--- config.mk ---
export PLATFORM = sky130hd
export DESIGN_NAME = shift_unit_pipe
export DESIGN_NICKNAME = d
export VERILOG_FILES = /design/src/rtl/shift_pkg.sv /design/src/rtl/shift_layer_stage.sv /design/src/rtl/shift_unit_pipe.sv
export SDC_FILE = /design/constraint.sdc
export NUM_CORES = 1
export LEC_CHECK = 0
export BUFFER_PORTS_ARGS = -buffer_cell sky130_fd_sc_hd__buf_2
export CAP_MARGIN = 20
export CELL_PAD_IN_SITES_DETAIL_PLACEMENT = 1
export CELL_PAD_IN_SITES_GLOBAL_PLACEMENT = 2
export CORE_MARGIN = 2
export CORE_UTILIZATION = 36
export DETAILED_ROUTE_END_ITERATION = 8
export GPL_TIMING_DRIVEN = 0
export PLACE_DENSITY_LB_ADDON = 0.1
export SYNTH_ARGS = -nofsm -noshare
export SYNTH_HDL_FRONTEND = slang
export SYNTH_HIERARCHICAL = 1
export SYNTH_SLANG_ARGS = --single-unit
--- constraint.sdc ---
create_clock -name clk -period 1.8 [get_ports clk]
set_input_delay 0.18 -clock clk [delete_from_list [all_inputs] [get_ports clk]]
set_output_delay 0.18 -clock clk [all_outputs]
set_load 0.02 [all_outputs]
--- src/rtl/shift_pkg.sv ---
// Shared types for the pipelined barrel shifter.
// Latency: n/a (types and helpers only).
// Backpressure: n/a.
//
// The stage payload is sized for the widest supported datapath (64 bits,
// 6-bit amount); narrower instances use only the low WIDTH / LOG2W bits
// and keep the rest at zero.
package shift_pkg;

   localparam int SH_MAX_W = 64;
   localparam int SH_AMT_W = 6;

   typedef enum logic [1:0] {
      SH_LSL = 2'b00,
      SH_LSR = 2'b01,
      SH_ASR = 2'b10,
      SH_ROR = 2'b11
   } shift_type_t;

   // Partial result travelling down the pipe together with the amount
   // still to be applied and the flags that override the final value.
   typedef struct packed {
      logic [SH_MAX_W-1:0] data;
      logic [SH_AMT_W-1:0] amt;
      shift_type_t         typ;
      logic                force_zero;
      logic                force_sign;
      logic                carry;
   } shift_pay_t;

   // Stage that owns shift layer j (shift by 2^j).
   function automatic int layer_stage(input int j, input int stages, input int log2w);
      return (j * stages) / log2w;
   endfunction

endpackage

--- src/rtl/shift_layer_stage.sv ---
// One register stage of the shifter: applies its share of the log-shifter layers, then registers.
// Latency: 1 cycle.
// Backpressure: loads only when load (downstream ready or stage empty) is high; holds otherwise.
//
// Ports: clk, reset_n (async, active-low), flush (clears valid), load (this stage may
// capture), in_valid/in_pay (previous stage or decode), out_valid/out_pay (registered).
module shift_layer_stage
   import shift_pkg::*;
#(
   parameter int WIDTH     = 32,
   parameter int STAGES    = 2,
   parameter int STAGE_IDX = 0
) (
   input  logic       clk,
   input  logic       reset_n,
   input  logic       flush,
   input  logic       load,
   input  logic       in_valid,
   input  shift_pay_t in_pay,
   output logic       out_valid,
   output shift_pay_t out_pay
);

   localparam int LOG2W   = $clog2(WIDTH);
   localparam bit IS_LAST = (STAGE_IDX == STAGES - 1);

   shift_pay_t       nxt;
   logic [WIDTH-1:0] d;

   always_comb begin
      nxt = in_pay;
      d   = in_pay.data[WIDTH-1:0];
      for (int j = 0; j < LOG2W; j++) begin
         if (layer_stage(j, STAGES, LOG2W) == STAGE_IDX && in_pay.amt[j]) begin
            case (in_pay.typ)
               SH_LSL:  d = d << (1 << j);
               SH_LSR:  d = d >> (1 << j);
               SH_ASR:  d = WIDTH'($signed(d) >>> (1 << j));
               default: d = (d >> (1 << j)) | (d << (WIDTH - (1 << j)));
            endcase
         end
      end
      // Out-of-range amounts were decoded to amount 0 plus a flag; the
      // overriding value is applied once, just before the output register.
      if (IS_LAST) begin
         if (in_pay.force_zero) begin
            d = '0;
         end else if (in_pay.force_sign) begin
            d = {WIDTH{d[WIDTH-1]}};
         end
      end
      nxt.data[WIDTH-1:0] = d;
   end

   always_ff @(posedge clk or negedge reset_n) begin
      if (!reset_n) begin
         out_valid <= 1'b0;
         out_pay   <= '0;
      end else begin
         if (flush) begin
            out_valid <= 1'b0;
         end else if (load) begin
            out_valid <= in_valid;
         end
         // Payload only moves with a real op so an idle output stays put.
         if (load && in_valid && !flush) begin
            out_pay <= nxt;
         end
      end
   end

endmodule

--- src/rtl/shift_unit_pipe.sv ---
// Pipelined ARM shifter-operand unit (LSL/LSR/ASR/ROR/RRX with carry-out), WIDTH bits.
// Latency: STAGES cycles from acceptance when not stalled; 1 op/cycle throughput.
// Backpressure: valid/ready chain, bubbles collapse; output holds while out_valid && !out_ready.
//
// Ports: clk, reset_n (async, active-low), flush (sync kill of all in-flight ops),
// in_valid/in_ready/in_data/in_shift_type/in_shift_num/in_imm_form/in_carry (operation),
// out_valid/out_ready/out_data/out_carry (result).
module shift_unit_pipe
   import shift_pkg::*;
#(
   parameter int WIDTH  = 32,
   parameter int STAGES = 2
) (
   input  logic             clk,
   input  logic             reset_n,
   input  logic             flush,
   input  logic             in_valid,
   output logic             in_ready,
   input  logic [WIDTH-1:0] in_data,
   input  logic [1:0]       in_shift_type,
   input  logic [7:0]       in_shift_num,
   input  logic             in_imm_form,
   input  logic             in_carry,
   output logic             out_valid,
   input  logic             out_ready,
   output logic [WIDTH-1:0] out_data,
   output logic             out_carry
);

   localparam int         LOG2W = $clog2(WIDTH);
   localparam logic [7:0] W8    = 8'(WIDTH);

   shift_pay_t        pay [STAGES+1];
   logic [STAGES-1:0] v;
   logic [STAGES-1:0] vin;
   logic [STAGES:0]   rdy;

   // ---------------------------------------------------------------
   // Decode: reduce immediate encodings to a register-form amount,
   // compute the carry from the original operand, and turn every
   // out-of-range amount into a zero shift plus an override flag.
   // ---------------------------------------------------------------
   shift_type_t      typ;
   logic [LOG2W-1:0] k;
   logic [LOG2W-1:0] m;
   logic [7:0]       n_eff;
   logic             rrx;

   always_comb begin
      typ        = shift_type_t'(in_shift_type);
      k          = in_shift_num[LOG2W-1:0];
      n_eff      = in_shift_num;
      rrx        = 1'b0;
      pay[0]     = '0;
      pay[0].data = SH_MAX_W'(in_data);
      pay[0].typ  = typ;
      pay[0].carry = in_carry;

      if (in_imm_form) begin
         if (k != '0) begin
            n_eff = 8'(k);
         end else begin
            case (typ)
               SH_LSL:  n_eff = 8'd0;
               SH_LSR,
               SH_ASR:  n_eff = W8;
               default: rrx   = 1'b1;
            endcase
         end
      end

      m = n_eff[LOG2W-1:0];

      if (rrx) begin
         // RRX is a fixed one-bit rotate through carry; resolve it here.
         pay[0].data  = SH_MAX_W'({in_carry, in_data[WIDTH-1:1]});
         pay[0].carry = in_data[0];
      end else if (n_eff != 8'd0) begin
         case (typ)
            SH_LSL: begin
               if (n_eff < W8) begin
                  pay[0].amt   = SH_AMT_W'(m);
                  pay[0].carry = in_data[LOG2W'(W8 - n_eff)];
               end else begin
                  pay[0].force_zero = 1'b1;
                  pay[0].carry      = (n_eff == W8) ? in_data[0] : 1'b0;
               end
            end
            SH_LSR: begin
               if (n_eff < W8) begin
                  pay[0].amt   = SH_AMT_W'(m);
                  pay[0].carry = in_data[LOG2W'(n_eff - 8'd1)];
               end else begin
                  pay[0].force_zero = 1'b1;
                  pay[0].carry      = (n_eff == W8) ? in_data[WIDTH-1] : 1'b0;
               end
            end
            SH_ASR: begin
               if (n_eff < W8) begin
                  pay[0].amt   = SH_AMT_W'(m);
                  pay[0].carry = in_data[LOG2W'(n_eff - 8'd1)];
               end else begin
                  pay[0].force_sign = 1'b1;
                  pay[0].carry      = in_data[WIDTH-1];
               end
            end
            default: begin
               // Multiples of WIDTH rotate back onto x but still set carry.
               if (m == '0) begin
                  pay[0].carry = in_data[WIDTH-1];
               end else begin
                  pay[0].amt   = SH_AMT_W'(m);
                  pay[0].carry = in_data[LOG2W'(m - 1'b1)];
               end
            end
         endcase
      end
   end

   // ---------------------------------------------------------------
   // Ready chain, evaluated from the output back to the input.
   // ---------------------------------------------------------------
   always_comb begin
      rdy         = '0;
      rdy[STAGES] = out_ready;
      for (int i = STAGES - 1; i >= 0; i--) begin
         rdy[i] = !v[i] || rdy[i+1];
      end
   end

   assign in_ready = rdy[0] && !flush;

   // ---------------------------------------------------------------
   // Stage instances.
   // ---------------------------------------------------------------
   for (genvar i = 0; i < STAGES; i++) begin : g_stage
      if (i == 0) begin : g_first
         assign vin[i] = in_valid && in_ready;
      end else begin : g_next
         assign vin[i] = v[i-1];
      end

      shift_layer_stage #(
         .WIDTH     (WIDTH),
         .STAGES    (STAGES),
         .STAGE_IDX (i)
      ) u_stage (
         .clk       (clk),
         .reset_n   (reset_n),
         .flush     (flush),
         .load      (rdy[i]),
         .in_valid  (vin[i]),
         .in_pay    (pay[i]),
         .out_valid (v[i]),
         .out_pay   (pay[i+1])
      );
   end

   assign out_valid = v[STAGES-1];
   assign out_data  = pay[STAGES].data[WIDTH-1:0];
   assign out_carry = pay[STAGES].carry;

   // Bookkeeping fields of the final payload are not needed at the port.
   logic unused_pay;
   assign unused_pay = ^pay[STAGES];

endmodule

==> impl_metrics.tcl, run 1 <==
set metrics [dict create \
    grt_max_degree 39 \
    crit_fanout 7 \
    num_rows 57 \
    slew_headroom 0.457 \
    first_iter_violations 1104 \
    htreeDepth 3 \
    ir_drop_uv 613 \
    worst_pin_slew_ns 0.809 \
    tritoncts "built" \
    arrival_ns 3.01 \
    hold_viol 0 \
    worst_slack_ns -0.975 \
    clk_pin_slew_worst_paths_ns 0.07 \
    gp_congestion 1.02 \
    cts-root-buf "clkbuf_16" \
    numCtsBuffers 9 \
    worstPathCellList "clkbuf_16, or3_4, nor3_4, a21o_1, o21ai_4, a21oi_4, and2_4, buf_12, buf_12, mux2i_4, mux2i_2, mux2i_2, o21ai_1, o22a_1" \
    antenna_found_initial 0 \
    die_h_um 161 \
    vias 11000 \
    whs_ns 0.0802 \
    path_delay_family "simple AND/OR/NAND/NOR gates" \
    status "finished, violations left" \
    ant_nets 0 \
    rsz0062_at_grt "true" \
    required_ns 2.04 \
    end_kind "flip-flop" \
    drive_above_1_share 0.475 \
    wl_per_cell_um 30.6 \
    ys_warn_count 6 \
    areaGrowthSynthToFinish_pct 47.8 \
    criticalPathCategory "input pin to flip-flop" \
    cp_num_buf_inv 3 \
    synth_nets 1164 \
    io_pins 84 \
    finalSetupViolCount 64 \
    fmax_mhz 360 \
    viasPerCell 6.80 \
    coreArea_sq_mm 0.0243 \
    grt_pass1_vias 10900 \
    firstDrtPassIters 5 \
    p_total_w 0.0109 \
    power.density_mw_per_mm2 828 \
    synth_cells 1108 \
    grt_pass1_wl_um 71800 \
    io_buffers 82 \
    nets 1351 \
    cts_buffer_depth 2 \
    final_util 0.542 \
    grt_overflow 0 \
    fin_crit_sh 1.54 \
    fin_crit_ns 2.77 \
    maxSlewViolCount 0 \
    design.die.area_sq_mm 0.0261 \
    synth_area_sq_mm 0.00892 \
    drc 0 \
    cp-start-kind "input pin" \
    drv_cap 0 \
    gr-usage-all-layers 0.365 \
    leakagePower_nw 5.24 \
    worstHoldPathType "input pin to flip-flop" \
    clock_sink_count 74 \
    violations "setup timing" \
    timing.critical_path.slowest_stage_cell "or3_4" \
    start_util 0.367 \
    syn_avg_cell_area_sq_um 8.05 \
    dp_hpwl_um 35000 \
    insertion_delay_ns 0.34 \
    routed_wl_um 49800 \
    die_w_um 161 \
    clock_skew_ns 0.0123 \
    n_fill_cell 2757 \
    slowest_delay_ns 0.39 \
]
final cells by class:
class,count,area (sq um),area share
diodes,1,2.50,0.000190
plain buffers,101,1020,0.0771
clock buffers,11,243,0.0184
clock inverters,5,86.3,0.00655
inverters,16,66.3,0.00503
multi-input cells,911,7990,0.606
flip-flops and latches,74,1860,0.141
well taps,324,405,0.0307
repair buffers,182,1520,0.116
layout by cell type, fill, tap and decap left out, drive strengths merged, types with 6 or more instances in the layout:
cell and n:
a221oi 15, a211oi 11, o32ai 9, buf 244, nor3 14, nand2b 36
and3 8, or3b 15, or2 6, mux2 41, a311o 6, a22oi 16
a2111oi 8, and2 8, o221ai 12, clkbuf 49, nor2 93, nor2b 14
inv 16, a21oi 56, a311oi 35, o31ai 9, a22o 10, nor3b 12
nand3 18, o21ai 72, ha 7, o211ai 14, a21o 11, mux4 23
o21a 6, nand2 166, o22ai 9, a31oi 50, mux2i 34, a221o 7
dfrtp 74
metrics by stage:
| stage | TNS [ns] | instances | area (sq um) | setup WS, ns |
|---|---|---|---|---|
| detailed placement | -68.25 | 1515 | 10000 | -1.94 |
| global route | -33.62 | 1624 | 13200 | -1.01 |
| finish | -30.17 | 1625 | 13200 | -0.975 |
| floorplan | -26.47 | 1108 | 9190 | -0.954 |
| CTS | -28.50 | 1581 | 12100 | -0.914 |
| global placement | -69.30 | 1514 | 10000 | -1.94 |
repair_timing:
item | 4_1_cts | 5_1_grt
cloned | 4 | 5
endpoints found under the hold margin | 36 | 0
setup endpoints to repair | 71 | 70
hold buffers | 1 | 0
pin swaps | 74 | 81
buffers inserted | 50 | 44
gates resized for setup | 270 | 187
flip-flops by register name, indices dropped and copies added (netlist names):
name / flops
g_stage.u_stage/out_pay: 72
g_stage.u_stage/out_valid: 2
where the power goes:
group          leakage [nW]  internal (W)  switching, W  total, W
Clock                 0.160       0.00126      0.000761   0.00202
Sequential            0.889       0.00211      0.000625   0.00273
Combinational          4.19       0.00261       0.00355   0.00617
Total                  5.24       0.00599       0.00494    0.0109
path summary, 6_finish.rpt:
check                                                           start                                         end  slack, ns  cells after the start
max                                                   in_shift_num[2]  g_stage[0].u_stage/out_pay[28]$_DFFE_PN0P_      -0.97                     14
min                                                             flush    g_stage[1].u_stage/out_valid$_DFFE_PN0P_       0.08                      2
max reg2reg                  g_stage[1].u_stage/out_valid$_DFFE_PN0P_  g_stage[0].u_stage/out_pay[17]$_DFFE_PN0P_      -0.38                      8
min reg2reg                g_stage[1].u_stage/out_pay[18]$_DFFE_PN0P_  g_stage[1].u_stage/out_pay[18]$_DFFE_PN0P_       0.47                      2
max in group asynchronous                                     reset_n  g_stage[0].u_stage/out_pay[42]$_DFFE_PN0P_       0.85                      3
min in group asynchronous                                     reset_n  g_stage[1].u_stage/out_pay[42]$_DFFE_PN0P_       0.34                      2
routing by layer:
| metal | vias to the layer above | wire length (um) | track usage | share of wire |
|---|---|---|---|---|
| li1 | 4616 | - | - | - |
| met1 | 5403 | 18900 | 0.448 | 0.38 |
| met2 | 757 | 22700 | 0.606 | 0.46 |
| met3 | 271 | 4370 | 0.0678 | 0.088 |
| met4 | 0 | 3810 | 0.197 | 0.077 |
| met5 | - | 0 | 0 | 0 |
No activity file was read; power rests on OpenSTA's default activity.
==> run 2: changes to the inputs <==
Settings changed: SETUP_SLACK_MARGIN from default to 0.3.
==> impl_metrics.tcl, run 2 (synthesis results as in run 1) <==
set metrics [dict create \
    status "finished, violations left" \
    violations "setup timing" \
    reg2reg_slack_ns -0.34 \
    worst_slack_ns -1.01 \
    ir_drop_uv 478 \
    hold_viol 0 \
    drive_above_1_share 0.491 \
    p_total_w 0.0105 \
    grt_pass1_vias 11100 \
    drc 0 \
    path_delay_family "compound AO/OA/AOI/OAI gates" \
    hp-start "flush" \
    maxSlewViolCount 0 \
    dp_hpwl_um 35200 \
    clock_skew_ns 0.00937 \
    slew_headroom 0.537 \
    routed_wl_um 49500 \
    drv_cap 0 \
    cts-root-buf "clkbuf_16" \
    areaGrowthSynthToFinish_pct 50.4 \
    end_kind "flip-flop" \
    clk_pin_slew_worst_paths_ns 0.06 \
    criticalPathCategory "input pin to flip-flop" \
    cp_num_buf_inv 5 \
    slowest_delay_ns 0.41 \
    io_buffers 82 \
    numCtsBuffers 9 \
    grt_pass1_wl_um 71800 \
    num_rows 57 \
    fin_crit_sh 1.56 \
    htreeDepth 3 \
    design.die.area_sq_mm 0.0261 \
    arrival_ns 3.01 \
    gp_congestion 1.01 \
    fin_crit_ns 2.81 \
    wl_per_cell_um 30.2 \
    grt_overflow 0 \
    dp_slack_ns -2.14 \
    reg2reg_to "g_stage[0].u_stage/out_pay[17]$_DFFE_PN0P_" \
    reg2reg_from "g_stage[1].u_stage/out_valid$_DFFE_PN0P_" \
    crit_fanout 6 \
    fmax_mhz 356 \
    worstPathCellList "clkbuf_16, or3_4, nor3_4, buf_6, nand3_4, o21ai_4, a21oi_4, and2_4, buf_8, buf_12, buf_12, and2_4, a2111oi_4, o32ai_4, a221oi_2, a21oi_1" \
    cts_buffer_depth 2 \
    tritoncts "built" \
    firstDrtPassIters 5 \
    grt_max_degree 40 \
    coreArea_sq_mm 0.0243 \
    antenna_found_initial 0 \
    ant_nets 0 \
    io_pins 84 \
    timing.critical_path.slowest_stage_cell "a2111oi_4" \
    first_iter_violations 1195 \
    top_regs "g_stage.u_stage/out_pay: 72 flops, g_stage.u_stage/out_valid: 2 flops" \
    rr_worst_depth 8 \
    viasPerCell 6.81 \
    vias 11200 \
    worst_pin_slew_ns 0.695 \
    power.density_mw_per_mm2 786 \
    die_h_um 161 \
    nets 1368 \
    layout_commonest_cell "nand2_1" \
    hold_path_end "g_stage[1].u_stage/out_valid$_DFFE_PN0P_" \
    rsz0062_at_grt "true" \
    most-common-layout-cells "nand2_1, buf_2, buf_4" \
    finalSetupViolCount 64 \
    largest_reg_flops 72 \
    start_util 0.367 \
    antenna_cells 0 \
    whs_path_depth 2 \
    top_register "g_stage.u_stage/out_pay" \
    clock_sink_count 74 \
    insertion_delay_ns 0.34 \
    final_util 0.552 \
    leakagePower_nw 5.40 \
    gr-usage-all-layers 0.362 \
    required_ns 2.01 \
    die_w_um 161 \
    cp-start-kind "input pin" \
    worstHoldPathType "input pin to flip-flop" \
]
-- run 2: changes by cell type in the layout (fill, tap and decap cells not counted), sizes merged --
cell	before	now
nor2	93	92
clkbuf	49	46
bufinv	2	1
diode	1	0
clkinvlp	1	2
buf	244	265
-- run 2: area by class of cell --
cell class / instances / area (sq um)
Clock inverter: 5 / 55.1
Inverter: 16 / 67.6
Multi-Input combinational cell: 910 / 8000
Fill cell: 2753 / 10900
Clock buffer: 11 / 243
Buffer: 108 / 1180
Timing Repair Buffer: 193 / 1600
Tap cell: 324 / 405
Sequential cell: 74 / 1860
-- run 2: worst max-delay path by stage --
| stage | from | endpoint | cells past startpoint |
|---|---|---|---|
| floorplan | in_shift_num[2] | g_stage[0].u_stage/out_pay[19]$_DFFE_PN0P_ | 14 |
| global placement | in_shift_type[0] | g_stage[0].u_stage/out_pay[29]$_DFFE_PN0P_ | 14 |
| detailed placement | in_shift_type[0] | g_stage[0].u_stage/out_pay[29]$_DFFE_PN0P_ | 14 |
| CTS | in_shift_num[2] | g_stage[0].u_stage/out_pay[19]$_DFFE_PN0P_ | 15 |
| global route | in_shift_num[2] | g_stage[0].u_stage/out_pay[38]$_DFFE_PN0P_ | 16 |
| finish | in_shift_num[2] | g_stage[0].u_stage/out_pay[38]$_DFFE_PN0P_ | 16 |
-- run 2: timing repair --
action,CTS,global route
resized for setup,257,184
setup endpoints to repair,71,71
setup buffers,54,49
gates cloned,1,5
endpoints found under the hold margin,35,0
hold buffers,1,0
pin swaps,55,64
-- run 2: worst reg2reg max path: cells and delay by family (launching register included) --
family          cells  cell delay (ns)
flops               1             0.41
simple gates        4             0.64
compound gates      2             0.36
buf+inv             2             0.63
-- run 2: power by group --
| part | switching (W) | internal [W] | leakage, nW |
|---|---|---|---|
| logic | 0.00345 | 0.00252 | 4.37 |
| clock network | 0.000716 | 0.00111 | 0.142 |
| registers | 0.000646 | 0.00211 | 0.888 |
-- run 2: through the flow --
step | cells | TNS, ns | hold slack (ns) | instance area [sq um]
2_1_floorplan | 1108 | -26.46 | -0.116 | 9360
3_3_place_gp | 1514 | -71.48 | 0.429 | 10200
3_5_place_dp | 1515 | -71.11 | 0.166 | 10200
4_1_cts | 1587 | -31.44 | 0.0792 | 12100
5_1_grt | 1641 | -36.31 | 0.104 | 13400
6_report | 1641 | -32.10 | 0.0843 | 13400
-- run 2: layer usage --
metal / GRT usage / part of all wire
met1: 0.445 / 0.38
met3: 0.0603 / 0.088
met2: 0.598 / 0.46
met4: 0.216 / 0.077
met5: 0 / 0
==> run 3: changes to the inputs <==
Settings changed: PLACE_DENSITY from default to 0.84, PLACE_DENSITY_LB_ADDON 0.1 to default.
==> impl_metrics.tcl, run 3 (synthesis results as in run 1) <==
set metrics [dict create \
    worst_slack_ns -1.09 \
    cts-root-buf "clkbuf_16" \
    io_buffers 82 \
    maxSlewViolCount 0 \
    antenna_cells 0 \
    htreeDepth 3 \
    end_kind "flip-flop" \
    die_h_um 161 \
    cp-start-kind "input pin" \
    start_util 0.367 \
    fin_crit_ns 2.89 \
    routed_wl_um 53400 \
    layout_commonest_cell "nand2_1" \
    worstHoldPathType "input pin to flip-flop" \
    fin_crit_sh 1.60 \
    top_regs "g_stage.u_stage/out_pay: 72 flops, g_stage.u_stage/out_valid: 2 flops" \
    hold_viol 0 \
    stdcell_area_sq_mm 0.0136 \
    drv_cap 0 \
    wl_per_cell_um 32.6 \
    ir_drop_uv 472 \
    criticalPathCategory "input pin to flip-flop" \
    most-common-layout-cells "nand2_1, buf_2, buf_4" \
    io_pins 84 \
    status "finished, violations left" \
    design.die.area_sq_mm 0.0261 \
    clk_pin_slew_worst_paths_ns 0.06 \
    dpl_cell_area_sq_mm 0.0102 \
    first_iter_violations 1469 \
    viasPerCell 7.01 \
    fmax_mhz 346 \
    gr-usage-all-layers 0.378 \
    violations "setup timing" \
    rsz0062_at_grt "true" \
    vias 11500 \
    antenna_found_initial 0 \
    clock_skew_ns 0.0129 \
    reg2reg_slack_ns -0.44 \
    crit_fanout 5 \
    required_ns 2.03 \
    finalSetupViolCount 68 \
    drive_above_1_share 0.491 \
    top_register "g_stage.u_stage/out_pay" \
    seq_area_sq_mm 0.00186 \
    final_util 0.559 \
    die_w_um 161 \
    arrival_ns 3.11 \
    ant_nets 0 \
    insertion_delay_ns 0.36 \
    whs_ns 0.0719 \
    power.density_mw_per_mm2 830 \
    grt_pass1_wl_um 73400 \
    leakagePower_nw 5.37 \
    dp_hpwl_um 35300 \
    slew_headroom 0.456 \
    grt_overflow 0 \
    gp_congestion 0.998 \
    areaGrowthSynthToFinish_pct 52.3 \
    cts_buffer_depth 2 \
    dp_slack_ns -2.12 \
    worst_pin_slew_ns 0.809 \
    nets 1366 \
    largest_reg_flops 72 \
    drc 0 \
    grt_max_degree 44 \
    numCtsBuffers 9 \
    grt_pass1_vias 11100 \
    clock_sink_count 74 \
    num_rows 57 \
    multi_input_area_sq_mm 0.00816 \
    coreArea_sq_mm 0.0243 \
    tritoncts "built" \
    n_fill_cell 2731 \
    firstDrtPassIters 6 \
]
==> run 3: changes by cell type in the layout (fill, tap and decap cells not counted), moves of 5 or more <==
| cell | delta |
|---|---|
| buf_6 | +7 |
| nor3b_2 | +5 |
| buf_16 | +5 |
| buf_4 | -9 |
| a311oi_1 | -9 |
| clkbuf_2 | +5 |
| a311oi_2 | +6 |
| mux2i_4 | +11 |
| nand2_2 | -6 |
| mux2i_2 | -7 |
| buf_12 | -7 |
| nand2_1 | +7 |
==> run 3: report_power, final <==
part	switching [W]	internal [W]
Combinational	0.00375	0.00272
Clock	0.000829	0.00122
Sequential	0.000645	0.00211
Total	0.00523	0.00605
==> run 3: area by class of cell <==
cell class	count	area share
plain buffers	108	0.0843
inverters	16	0.00506
repair buffers	191	0.120
multi-input cells	910	0.601
flip-flops and latches	74	0.137
well taps	324	0.0298
clock buffers	10	0.0168
clock inverters	6	0.00654
==> run 3: layer usage <==
metal	vias up	wire length, um	GRT usage
li1	4642	-	-
met1	5781	20900	0.516
met2	837	23300	0.560
met3	224	5760	0.0894
met4	0	3380	0.185
met5	-	0	0
==> run 3: worst paths after layout <==
check,endpoint,from,depth (start not counted)
max reg2reg,g_stage[0].u_stage/out_pay[26]$_DFFE_PN0P_,g_stage[1].u_stage/out_valid$_DFFE_PN0P_,9
min,g_stage[1].u_stage/out_valid$_DFFE_PN0P_,flush,2
max in group asynchronous,g_stage[1].u_stage/out_pay[40]$_DFFE_PN0P_,reset_n,3
max,g_stage[0].u_stage/out_pay[38]$_DFFE_PN0P_,in_shift_num[2],15
min in group asynchronous,g_stage[1].u_stage/out_valid$_DFFE_PN0P_,reset_n,2
min reg2reg,g_stage[0].u_stage/out_pay[0]$_DFFE_PN0P_,g_stage[0].u_stage/out_pay[0]$_DFFE_PN0P_,2
==> run 3: timing repair <==
item | in CTS | in global routing
endpoints found under the hold margin | 31 | 0
buffers inserted | 49 | 46
hold buffers | 1 | 0
cloned | 6 | 6
endpoints found under the setup margin | 71 | 71
pin swaps | 63 | 77
resized for setup | 284 | 172
==> run 3: critical path: stages <==
cell	delay, ns
clkbuf_16	0.12
or3_4	0.38
nor3_4	0.27
a21o_1	0.18
o21ai_2	0.08
a21oi_2	0.20
and2_4	0.22
buf_12	0.14
buf_12	0.11
buf_16	0.12
nor2b_1	0.08
nor2_1	0.42
o311ai_0	0.23
a221oi_2	0.27
a21oi_1	0.11
==> run 3: metrics by stage <==
step	total power (W)	setup TNS [ns]	cells
detailed placement	0.00742	-70.69	1515
floorplan	0.00564	-26.46	1108
global route	0.0116	-40.59	1639
finish	0.0113	-37.28	1639
global placement	0.00736	-70.61	1514
CTS	0.0103	-29.73	1587
